`config.mk`:
```
export PLATFORM = sky130hd
export DESIGN_NAME = snoop_bus_agent
export DESIGN_NICKNAME = d
export VERILOG_FILES = /design/src/rtl/snoop_bus_agent.sv
export SDC_FILE = /design/constraint.sdc
export NUM_CORES = 1
export LEC_CHECK = 0
export BUFFER_PORTS_ARGS = -buffer_cell sky130_fd_sc_hd__buf_4
export CAP_MARGIN = 30
export CORE_AREA = 2 2 151 153
export DETAILED_ROUTE_END_ITERATION = 6
export DIE_AREA = 0 0 153 155
export MAX_ROUTING_LAYER = met4
export SLEW_MARGIN = 40
export SYNTH_ARGS = -nofsm -noshare
export SYNTH_HDL_FRONTEND = slang
export SYNTH_SLANG_ARGS = --single-unit
```
`constraint.sdc`:
```
create_clock -name clk -period 3.88 [get_ports clk]
set_input_delay 0.194 -clock clk [delete_from_list [all_inputs] [get_ports clk]]
set_output_delay 0.194 -clock clk [all_outputs]
set_load 0.02 [all_outputs]
```
`src/rtl/snoop_bus_agent.sv`:
```
// Per-core MSI snooping bus agent: a requester FSM that carries an L1 miss/upgrade
// across the bus, and a responder that answers peer snoops and downgrades/flushes the local line.
module snoop_bus_agent #(
  parameter int ADDR_W = 32,
  parameter int DATA_W = 32,
  parameter int TAG_W  = 24,
  parameter int CNT_W  = 16
) (
  input  logic              clk,
  input  logic              reset,
  // L1 request / response side
  input  logic              cpu_req_valid,
  input  logic [1:0]        cpu_req_op,
  input  logic [ADDR_W-1:0] cpu_req_addr,
  output logic              cpu_req_ready,
  output logic              cpu_rsp_valid,
  output logic [DATA_W-1:0] cpu_rsp_data,
  output logic              cpu_rsp_peer,
  // arbiter side, own request
  output logic              req_core,
  output logic              stall_core,
  input  logic              grant_core,
  output logic [1:0]        bus_op_to_bus,
  output logic [ADDR_W-1:0] bus_addr_to_bus,
  input  logic [DATA_W-1:0] bus_data_from,
  input  logic              hit_from_bus,
  // arbiter side, peer snoop
  input  logic [1:0]        snoop_op,
  input  logic [ADDR_W-1:0] snoop_addr,
  output logic [ADDR_W-1:0] snoop_lookup_addr,
  input  logic [1:0]        snoop_line_state,
  input  logic [DATA_W-1:0] snoop_line_data,
  output logic              snoop_hit_out,
  output logic [DATA_W-1:0] snoop_data_out,
  // L1 state update and L2 writeback
  output logic              state_wr_en,
  output logic [ADDR_W-1:0] state_wr_addr,
  output logic [1:0]        state_wr_val,
  output logic              flush_req,
  output logic [DATA_W-1:0] flush_data,
  output logic [TAG_W-1:0]  flush_tag,
  output logic [CNT_W-1:0]  snoop_hit_cnt,
  // requester FSM state for observation
  output logic [1:0]        dbg_state
);

  localparam logic [1:0] OP_RD   = 2'b00;
  localparam logic [1:0] OP_UPGR = 2'b01;
  localparam logic [1:0] OP_RDX  = 2'b10;
  localparam logic [1:0] OP_NONE = 2'b11;

  localparam logic [1:0] ST_I = 2'b00;
  localparam logic [1:0] ST_S = 2'b01;
  localparam logic [1:0] ST_M = 2'b10;

  typedef enum logic [1:0] {
    IDLE = 2'b00,
    REQ  = 2'b01,
    RESP = 2'b10
  } req_state_t;

  req_state_t state;

  logic       collide;
  logic       snoop_hit;
  logic       fx_wr;
  logic       fx_flush;
  logic [1:0] fx_val;

  assign dbg_state = state;

  // Handshake: L1 holds cpu_req_valid (with op/addr) as a level until the agent returns a
  // one-cycle cpu_req_ready; the request is latched on that edge. cpu_rsp_valid is a one-cycle
  // pulse with no back-pressure. On the bus side req_core stays high until the edge on which
  // grant_core is sampled high; that edge also captures bus_data_from/hit_from_bus.
  assign stall_core = (state == REQ) && !grant_core;

  // A peer upgrade/exclusive read of the line we hold in S kills our copy, so a pending upgrade
  // must turn into a full read-exclusive before it reaches the bus.
  assign collide = (state == REQ) && (bus_op_to_bus == OP_UPGR) &&
                   ((snoop_op == OP_RDX) || (snoop_op == OP_UPGR)) &&
                   (snoop_addr[ADDR_W-1 -: TAG_W] == bus_addr_to_bus[ADDR_W-1 -: TAG_W]);

  always_ff @(posedge clk or negedge reset) begin
    if (!reset) begin
      state           <= IDLE;
      cpu_req_ready   <= 1'b0;
      cpu_rsp_valid   <= 1'b0;
      cpu_rsp_data    <= '0;
      cpu_rsp_peer    <= 1'b0;
      req_core        <= 1'b0;
      bus_op_to_bus   <= OP_NONE;
      bus_addr_to_bus <= '0;
    end else begin
      cpu_req_ready <= 1'b0;
      cpu_rsp_valid <= 1'b0;
      case (state)
        IDLE: begin
          if (cpu_req_valid && (cpu_req_op != OP_NONE)) begin
            cpu_req_ready   <= 1'b1;
            req_core        <= 1'b1;
            bus_op_to_bus   <= cpu_req_op;
            bus_addr_to_bus <= cpu_req_addr;
            state           <= REQ;
          end
        end
        REQ: begin
          if (grant_core) begin
            cpu_rsp_data    <= bus_data_from;
            cpu_rsp_peer    <= hit_from_bus;
            cpu_rsp_valid   <= 1'b1;
            req_core        <= 1'b0;
            bus_op_to_bus   <= OP_NONE;
            bus_addr_to_bus <= '0;
            state           <= RESP;
          end else if (collide) begin
            bus_op_to_bus <= OP_RDX;
          end
        end
        RESP: begin
          state <= IDLE;
        end
        default: begin
          state <= IDLE;
        end
      endcase
    end
  end

  // Responder: the hit/data answer is combinational so the arbiter sees it in the snoop cycle.
  assign snoop_lookup_addr = snoop_addr;
  assign snoop_hit      = (snoop_op != OP_NONE) && (snoop_line_state != ST_I) &&
                          (snoop_op != OP_UPGR);
  assign snoop_hit_out  = snoop_hit;
  assign snoop_data_out = snoop_hit ? snoop_line_data : '0;

  always_comb begin
    fx_wr    = 1'b0;
    fx_flush = 1'b0;
    fx_val   = ST_I;
    if ((snoop_line_state == ST_M) && (snoop_op == OP_RD)) begin
      fx_wr    = 1'b1;
      fx_flush = 1'b1;
      fx_val   = ST_S;
    end else if ((snoop_line_state == ST_M) && (snoop_op == OP_RDX)) begin
      fx_wr    = 1'b1;
      fx_flush = 1'b1;
      fx_val   = ST_I;
    end else if ((snoop_line_state == ST_S) &&
                 ((snoop_op == OP_RDX) || (snoop_op == OP_UPGR))) begin
      fx_wr    = 1'b1;
      fx_val   = ST_I;
    end
  end

  always_ff @(posedge clk or negedge reset) begin
    if (!reset) begin
      state_wr_en   <= 1'b0;
      state_wr_addr <= '0;
      state_wr_val  <= ST_I;
      flush_req     <= 1'b0;
      flush_data    <= '0;
      flush_tag     <= '0;
      snoop_hit_cnt <= '0;
    end else begin
      state_wr_en <= fx_wr;
      flush_req   <= fx_flush;
      if (fx_wr) begin
        state_wr_addr <= snoop_addr;
        state_wr_val  <= fx_val;
      end
      if (fx_flush) begin
        flush_data <= snoop_line_data;
        flush_tag  <= snoop_addr[ADDR_W-1 -: TAG_W];
      end
      if (snoop_hit && (snoop_hit_cnt != {CNT_W{1'b1}})) begin
        snoop_hit_cnt <= snoop_hit_cnt + CNT_W'(1);
      end
    end
  end

endmodule

```
==> flow_metrics.env, run 1 <==
export IMPL_hp_class="in2reg"
export IMPL_combPwrFrac_pct=38.1
export IMPL_nets=1199
export IMPL_coreArea_um2=22230
export IMPL_rsz0062_at_grt="no"
export IMPL_wl_um=23140
export IMPL_crit_start="dbg_state[1]"
export IMPL_synth_top_area_share_pct=57.75
export IMPL_num_vias=6208
export IMPL_finalPower_mw=7.245
export IMPL_vdd_ir_drop_max_v=0.0003474
export IMPL_hold_viol_final=0
export IMPL_drc_errors=0
export IMPL_p_int_mw=4.626
export IMPL_syn_inst=614
export IMPL_drv_cap=0
export IMPL_clkLatencyLatePin_ns=0.43
export IMPL_cts_num_sinks=179
export IMPL_clkTransAtPathRegs_ns=0.07
export IMPL_fin_skew_ns=0.01069
export IMPL_r2r_setup_slack_ns=1.94
export IMPL_worst_setup_path_type="reg2reg"
export IMPL_r2r_end="bus_addr_to_bus[30]"
export IMPL_wl_per_cell_um=17.10
export IMPL_die_h_um=155
export IMPL_rr_worst_depth=7
export IMPL_switchingPower_mw=2.619
export IMPL_layout_drive_gt1_share_pct=51.78
export IMPL_ant_nets=0
export IMPL_dpl_hpwl_um=16290
export IMPL_relSlewSlack_pct=51.75
export IMPL_synth_nets=758
export IMPL_power_share_sequential_pct=37.7
export IMPL_powerDensity_nw_per_um2=595.7
export IMPL_synthTopCellsByArea="dfrtp_1 58%, mux2_2 18%, nand2_1 4.1%"
export IMPL_cts_buffers=17
export IMPL_post_place_ws_ns=1.546
export IMPL_final_area_um2=12160
export IMPL_ctsResizeCount=0
export IMPL_grt_usage_pct=19.88
export IMPL_status="completed"
export IMPL_crit_path_max_fanout=35
export IMPL_critPathRequiredTime_ns=4.24
export IMPL_h_tree_depth=4
export IMPL_ys_ff_latch=179
export IMPL_power_share_clock_pct=24.3
export IMPL_tightest_slew_ns=0.7228
export IMPL_fin_crit_sh_pct=50.01
export IMPL_clock_fmax_mhz=515.3
export IMPL_setup_viol_count_final=0
export IMPL_rows=55
export IMPL_antenna_found_initial=0
export IMPL_post_dp_cell_area_um2=10600
export IMPL_drtIter0Drc=223
export IMPL_cp_arrival_ns=2.30
export IMPL_antenna_cells=0
export IMPL_die_area_um2=23720
export IMPL_root_buffer="clkbuf_16"
export IMPL_final_max_slew_viol_count=0
export IMPL_syn_mean_instance_area_um2=12.49
export IMPL_min_period_ns=1.941
export IMPL_fillers=1968
export IMPL_leakage_nw=5.952
export IMPL_yosysTopAreaCell="dfrtp_1"
export IMPL_end_kind="flop"
export IMPL_first_global_vias=6398
export IMPL_final_cell_mix="384 x buf_4, 177 x dfrtp_1, 121 x mux2_2, 93 x dlygate4sd3_1, 83 x nand2_1"
export IMPL_avgViaCountPerCell=4.588
export IMPL_initial_core_util_pct=34.51
export IMPL_grt_pass1_wl_um=35800
export IMPL_fin_setup_tns_ns=0
export IMPL_dieWidth_um=153
export IMPL_crit_path_end="bus_addr_to_bus[30]"
export IMPL_grt_max_degree=98
export IMPL_numPortBuffers=383
export IMPL_crit_path_start_kind="flop"
export IMPL_yosysWarnings=0
export IMPL_cts_tree="done"
export IMPL_gp_congestion=0.7981
export IMPL_final_common_cell="buf_4"
export IMPL_pin_count=385
export IMPL_syn_area_um2=7670
export IMPL_drtPass1Iterations=4
export IMPL_syn_to_final_growth_pct=58.58
export IMPL_synth_distinct_cells=43
export IMPL_yosysSeqAreaShare_pct=58.43
export IMPL_fin_ws_ns=1.939
export IMPL_worstReg2RegStart="dbg_state[1]"
export IMPL_cts_path_max_buffers=2
export IMPL_switching_share_pct=36.15
export IMPL_overflow=0
[kinds of logic (layout without fill, tap and decap cells)]
group | after synthesis | after routing | synth area share, %
adder cells (fa/ha/maj) | 5 | 5 | 0.8157
buffers and inverters | 71 | 525 | 5.351
AND/OR/NAND/NOR | 185 | 185 | 11.93
other | 1 | 1 | 0.04889
flip-flops | 179 | 179 | 58.43
XOR/XNOR | 38 | 38 | 4.339
multiplexers | 121 | 121 | 17.77
AO/OA/AOI/OAI | 14 | 14 | 1.321
[how the worst min path moves through the flow]
stage	startpoint	endpoint	slack [ns]	depth (start not counted)
global route	snoop_line_data[23]	flush_data[23]	0.002	2
finish	snoop_line_data[13]	flush_data[13]	0.02	2
global placement	reset	flush_tag[11]	0.36	1
detailed placement	reset	state_wr_addr[19]	0.28	1
floorplan	reset	bus_addr_to_bus[0]	-0.10	0
CTS	snoop_line_data[13]	flush_data[13]	0.001	2
[area by class of cell]
cell class | instances | area [µm²] | area share [%]
Clock buffer | 18 | 439.2 | 3.611
Timing Repair Buffer | 481 | 3887 | 31.96
Sequential cell | 179 | 4482 | 36.85
Clock inverter | 14 | 165.2 | 1.358
Inverter | 12 | 45.04 | 0.3703
Tap cell | 285 | 356.6 | 2.932
Multi-Input combinational cell | 364 | 2788 | 22.92
[metal layers]
layer / vias up / GRT usage [%] / wire (µm)
li1: 2919 / - / -
met5: - / - / 0
met1: 3036 / 23.08 / 9390
met3: 32 / 4.290 / 1187
met4: 0 / 7.099 / 493
met2: 221 / 34.23 / 12060
[state kept, by name, indices dropped and copies added, names as in the netlist, 2 cells and up]
name             count
bus_addr_to_bus     32
cpu_rsp_data        32
state_wr_addr       32
snoop_hit_cnt       16
flush_data          32
bus_op_to_bus        2
dbg_state            2
flush_tag           24
[synth_stat cells, drive strengths merged]
library cell    n
and3            1
o21ai           3
or2             1
ha              5
nor4b           1
inv            12
nand2          83
or3             1
o22a            1
a31o            1
nor3            6
and2b           1
clkbuf         10
o31ai           1
nor2            6
a21oi           2
or4             1
o22ai           1
nand2b          1
and2           34
nand4           6
o21a            2
conb            1
nand3          35
nor4            4
and4            1
dfrtp         177
o2111ai         1
xor2           21
buf            49
o2bb2ai         1
nor2b           2
xnor2          17
nand4b          1
mux2          121
dfstp           2
a211o           1
[stage by stage]
| step | hold WS, ns | util, % | std cells |
|---|---|---|---|
| 2_1_floorplan | -0.1016 | - | 614 |
| 3_3_place_gp | 0.3627 | 47.62 | 1227 |
| 3_5_place_dp | 0.2830 | 47.67 | 1227 |
| 4_1_cts | 0.001464 | 54.53 | 1351 |
| 5_1_grt | 0.001582 | 54.72 | 1353 |
| 6_report | 0.02032 | 54.72 | 1353 |
[timing repair]
action,in CTS,in global routing
hold buffers,92,1
buffers inserted,0,0
endpoints found under the hold margin,187,1
[power by group through the flow]
stage / clock network [mW] / logic (mW) / registers (mW)
after detailed placement: 0 / 2.70 / 2.76
after global placement: 0 / 2.69 / 2.75
after CTS: 1.80 / 2.78 / 2.73
after floorplan: 0 / 0.763 / 3.37
after global routing: 1.89 / 2.93 / 2.81
final: 1.76 / 2.76 / 2.73
[worst max-delay path: stages (launching register included)]
cell and delay [ns]:
dfrtp_1 0.39, inv_1 0.08, nand2_1 0.09, a211o_1 0.27, buf_4 0.26, inv_2 0.54
nand2_1 0.13, nand2_1 0.09
No activity file was read; power rests on OpenSTA's default activity.
==> inputs of run 2 (changes only) <==
Settings changed: PLACE_DENSITY set to 0.66.
Clock period 3.88 ns to 1.6 ns, I/O delays scaled along.
==> run 2 against run 1 <==
Compared with the run above:
- largest cell class is now non-clock buffers
- maximum frequency is 12% higher
- the run now ends with setup timing left
- clock power grew to 2.5 times the previous value
- worst setup slack got worse by 2.1 ns
- register-to-register slack got worse by 2.1 ns
- total power grew to 2.5 times the previous value
- final area increased by 8.3%
- die area stayed put
- first-iteration DRC count grew 20%
- non-clock buffer count increased by 92
- sequential share of layout area is 2.7 points lower
==> flow_metrics.env, run 2 (synthesis results as in run 1) <==
export IMPL_status="complete, but fails checks"
export IMPL_violations="setup timing"
export IMPL_overflow=0
export IMPL_vdd_ir_drop_max_v=0.0007064
export IMPL_drv_cap=0
export IMPL_busiest_layer="met2"
export IMPL_root_buffer="clkbuf_16"
export IMPL_met2_usage_pct=39.01
export IMPL_layout_drive_gt1_share_pct=55.43
export IMPL_instances_no_fill=1445
export IMPL_cts_num_sinks=179
export IMPL_fin_ws_ns=-0.1320
export IMPL_end_kind="flop"
export IMPL_h_tree_depth=4
export IMPL_dieWidth_um=153
export IMPL_cp_arrival_ns=2.09
export IMPL_drc_errors=0
export IMPL_die_area_um2=23720
export IMPL_fillers=1810
export IMPL_final_max_slew_viol_count=0
export IMPL_worst_setup_path_type="reg2reg"
export IMPL_crit_path_start_kind="flop"
export IMPL_cts_path_max_buffers=2
export IMPL_clkLatencyLatePin_ns=0.43
export IMPL_dp_cells=1280
export IMPL_final_common_cell="buf_4"
export IMPL_ant_nets=0
export IMPL_die_h_um=155
export IMPL_drtPass1Iterations=4
export IMPL_clock_fmax_mhz=577.4
export IMPL_wl_per_cell_um=18.40
export IMPL_first_global_vias=6979
export IMPL_syn_to_final_growth_pct=71.79
export IMPL_gp_congestion=0.8093
export IMPL_fin_skew_ns=0.01284
export IMPL_powerDensity_nw_per_um2=1395
export IMPL_clkTransAtPathRegs_ns=0.07
export IMPL_hold_viol_final=0
export IMPL_coreArea_um2=22230
export IMPL_avgViaCountPerCell=4.665
export IMPL_final_cell_mix="433 x buf_4, 160 x dfrtp_1, 128 x dlygate4sd3_1, 121 x mux2_2, 80 x nand2_1"
export IMPL_wl_um=26590
export IMPL_cts_tree="done"
export IMPL_use_met1_pct=24.91
export IMPL_grt_pass1_wl_um=39360
export IMPL_finalPower_mw=18.38
export IMPL_grt_use_met3_pct=5.850
export IMPL_num_vias=6741
export IMPL_crit_path_max_fanout=2
export IMPL_nets=1291
export IMPL_drtIter0Drc=267
export IMPL_rsz0062_at_grt="yes"
export IMPL_setup_viol_count_final=7
export IMPL_antenna_found_initial=1
export IMPL_fin_crit_sh_pct=108.2
export IMPL_critPathRequiredTime_ns=1.95
export IMPL_initial_core_util_pct=34.51
export IMPL_leakage_nw=6.434
export IMPL_post_place_ws_ns=-0.1562
export IMPL_cts_buffers=17
export IMPL_pin_count=385
export IMPL_min_period_ns=1.732
export IMPL_grt_usage_pct=22.30
export IMPL_numPortBuffers=383
export IMPL_hp_class="in2reg"
export IMPL_grt_max_degree=45
export IMPL_antenna_cells=0
export IMPL_r2r_setup_slack_ns=-0.13
export IMPL_rows=55
export IMPL_dpl_hpwl_um=18780
run 2: cell types whose count changed in the layout (fill, tap and decap cells not counted), moves of 6 or more:
| cell | delta |
|---|---|
| buf_4 | +49 |
| dlygate4sd3_1 | +35 |
| dfrtp_1 | -17 |
| dfrtp_2 | +17 |
| buf_12 | +6 |
run 2: where the power goes:
group | switching [mW] | leakage [nW] | internal [mW]
combinational | 3.76 | 3.99 | 3.56
sequential | 0.809 | 2.15 | 5.83
clock | 1.88 | 0.298 | 2.54
total | 6.45 | 6.43 | 11.9
run 2: worst paths after layout:
| path | from | depth (start not counted) | end |
|---|---|---|---|
| worst min register to register | snoop_hit_cnt[10] | 1 | snoop_hit_cnt[10] |
| worst max register to register | bus_addr_to_bus[8] | 5 | bus_op_to_bus[0] |
| max in group asynchronous | reset | 3 | bus_op_to_bus[0] |
| min in group asynchronous | reset | 2 | flush_data[14] |
| worst max-delay path | bus_addr_to_bus[8] | 5 | bus_op_to_bus[0] |
| worst min-delay path | snoop_addr[8] | 3 | flush_tag[0] |
run 2: worst max-delay path, cell delays in order, from the launching register on:
cell and delay [ns]:
dfrtp_2 0.41, xor2_1 0.16, nor4_1 0.26, nand3_1 0.13
or4_4 0.56, o2bb2ai_2 0.14
run 2: final cells by class:
class                      instances  area [µm²]  share of cell area, %
clock inverter                    12       170.2                  1.291
sequential                       179        4503                  34.18
multi-input combinational        364        2904                  22.04
clock buffer                      20       446.7                  3.390
timing repair buffer             573        4748                  36.04
tap                              285       356.6                  2.706
inverter                          12       47.55                 0.3608
run 2: metrics by stage:
stage | TNS [ns] | util, % | instance area, µm² | hold WS [ns]
global placement | -0.2610 | 49.93 | 11100 | 0.05857
finish | -0.3741 | 59.28 | 13180 | 0.04219
detailed placement | -0.3049 | 49.93 | 11100 | 0.06208
CTS | -0.3077 | 58.42 | 12990 | 0.001671
global route | -1.267 | 59.28 | 13180 | 0.03769
floorplan | -0.1793 | - | 7716 | -0.2156
run 2: what timing repair did:
item	in CTS	in global routing
buffers inserted	0	5
hold endpoints to repair	298	1
gates cloned	0	1
gates resized for setup	0	26
endpoints found under the setup margin	2	51
hold buffers	127	1
pin swaps	2	13
run 2: metal layers:
metal	wire length (µm)	part of all wire, %
met1	10270	39
met2	13940	52
met3	1710	6.4
met4	671	2.5
met5	0	0
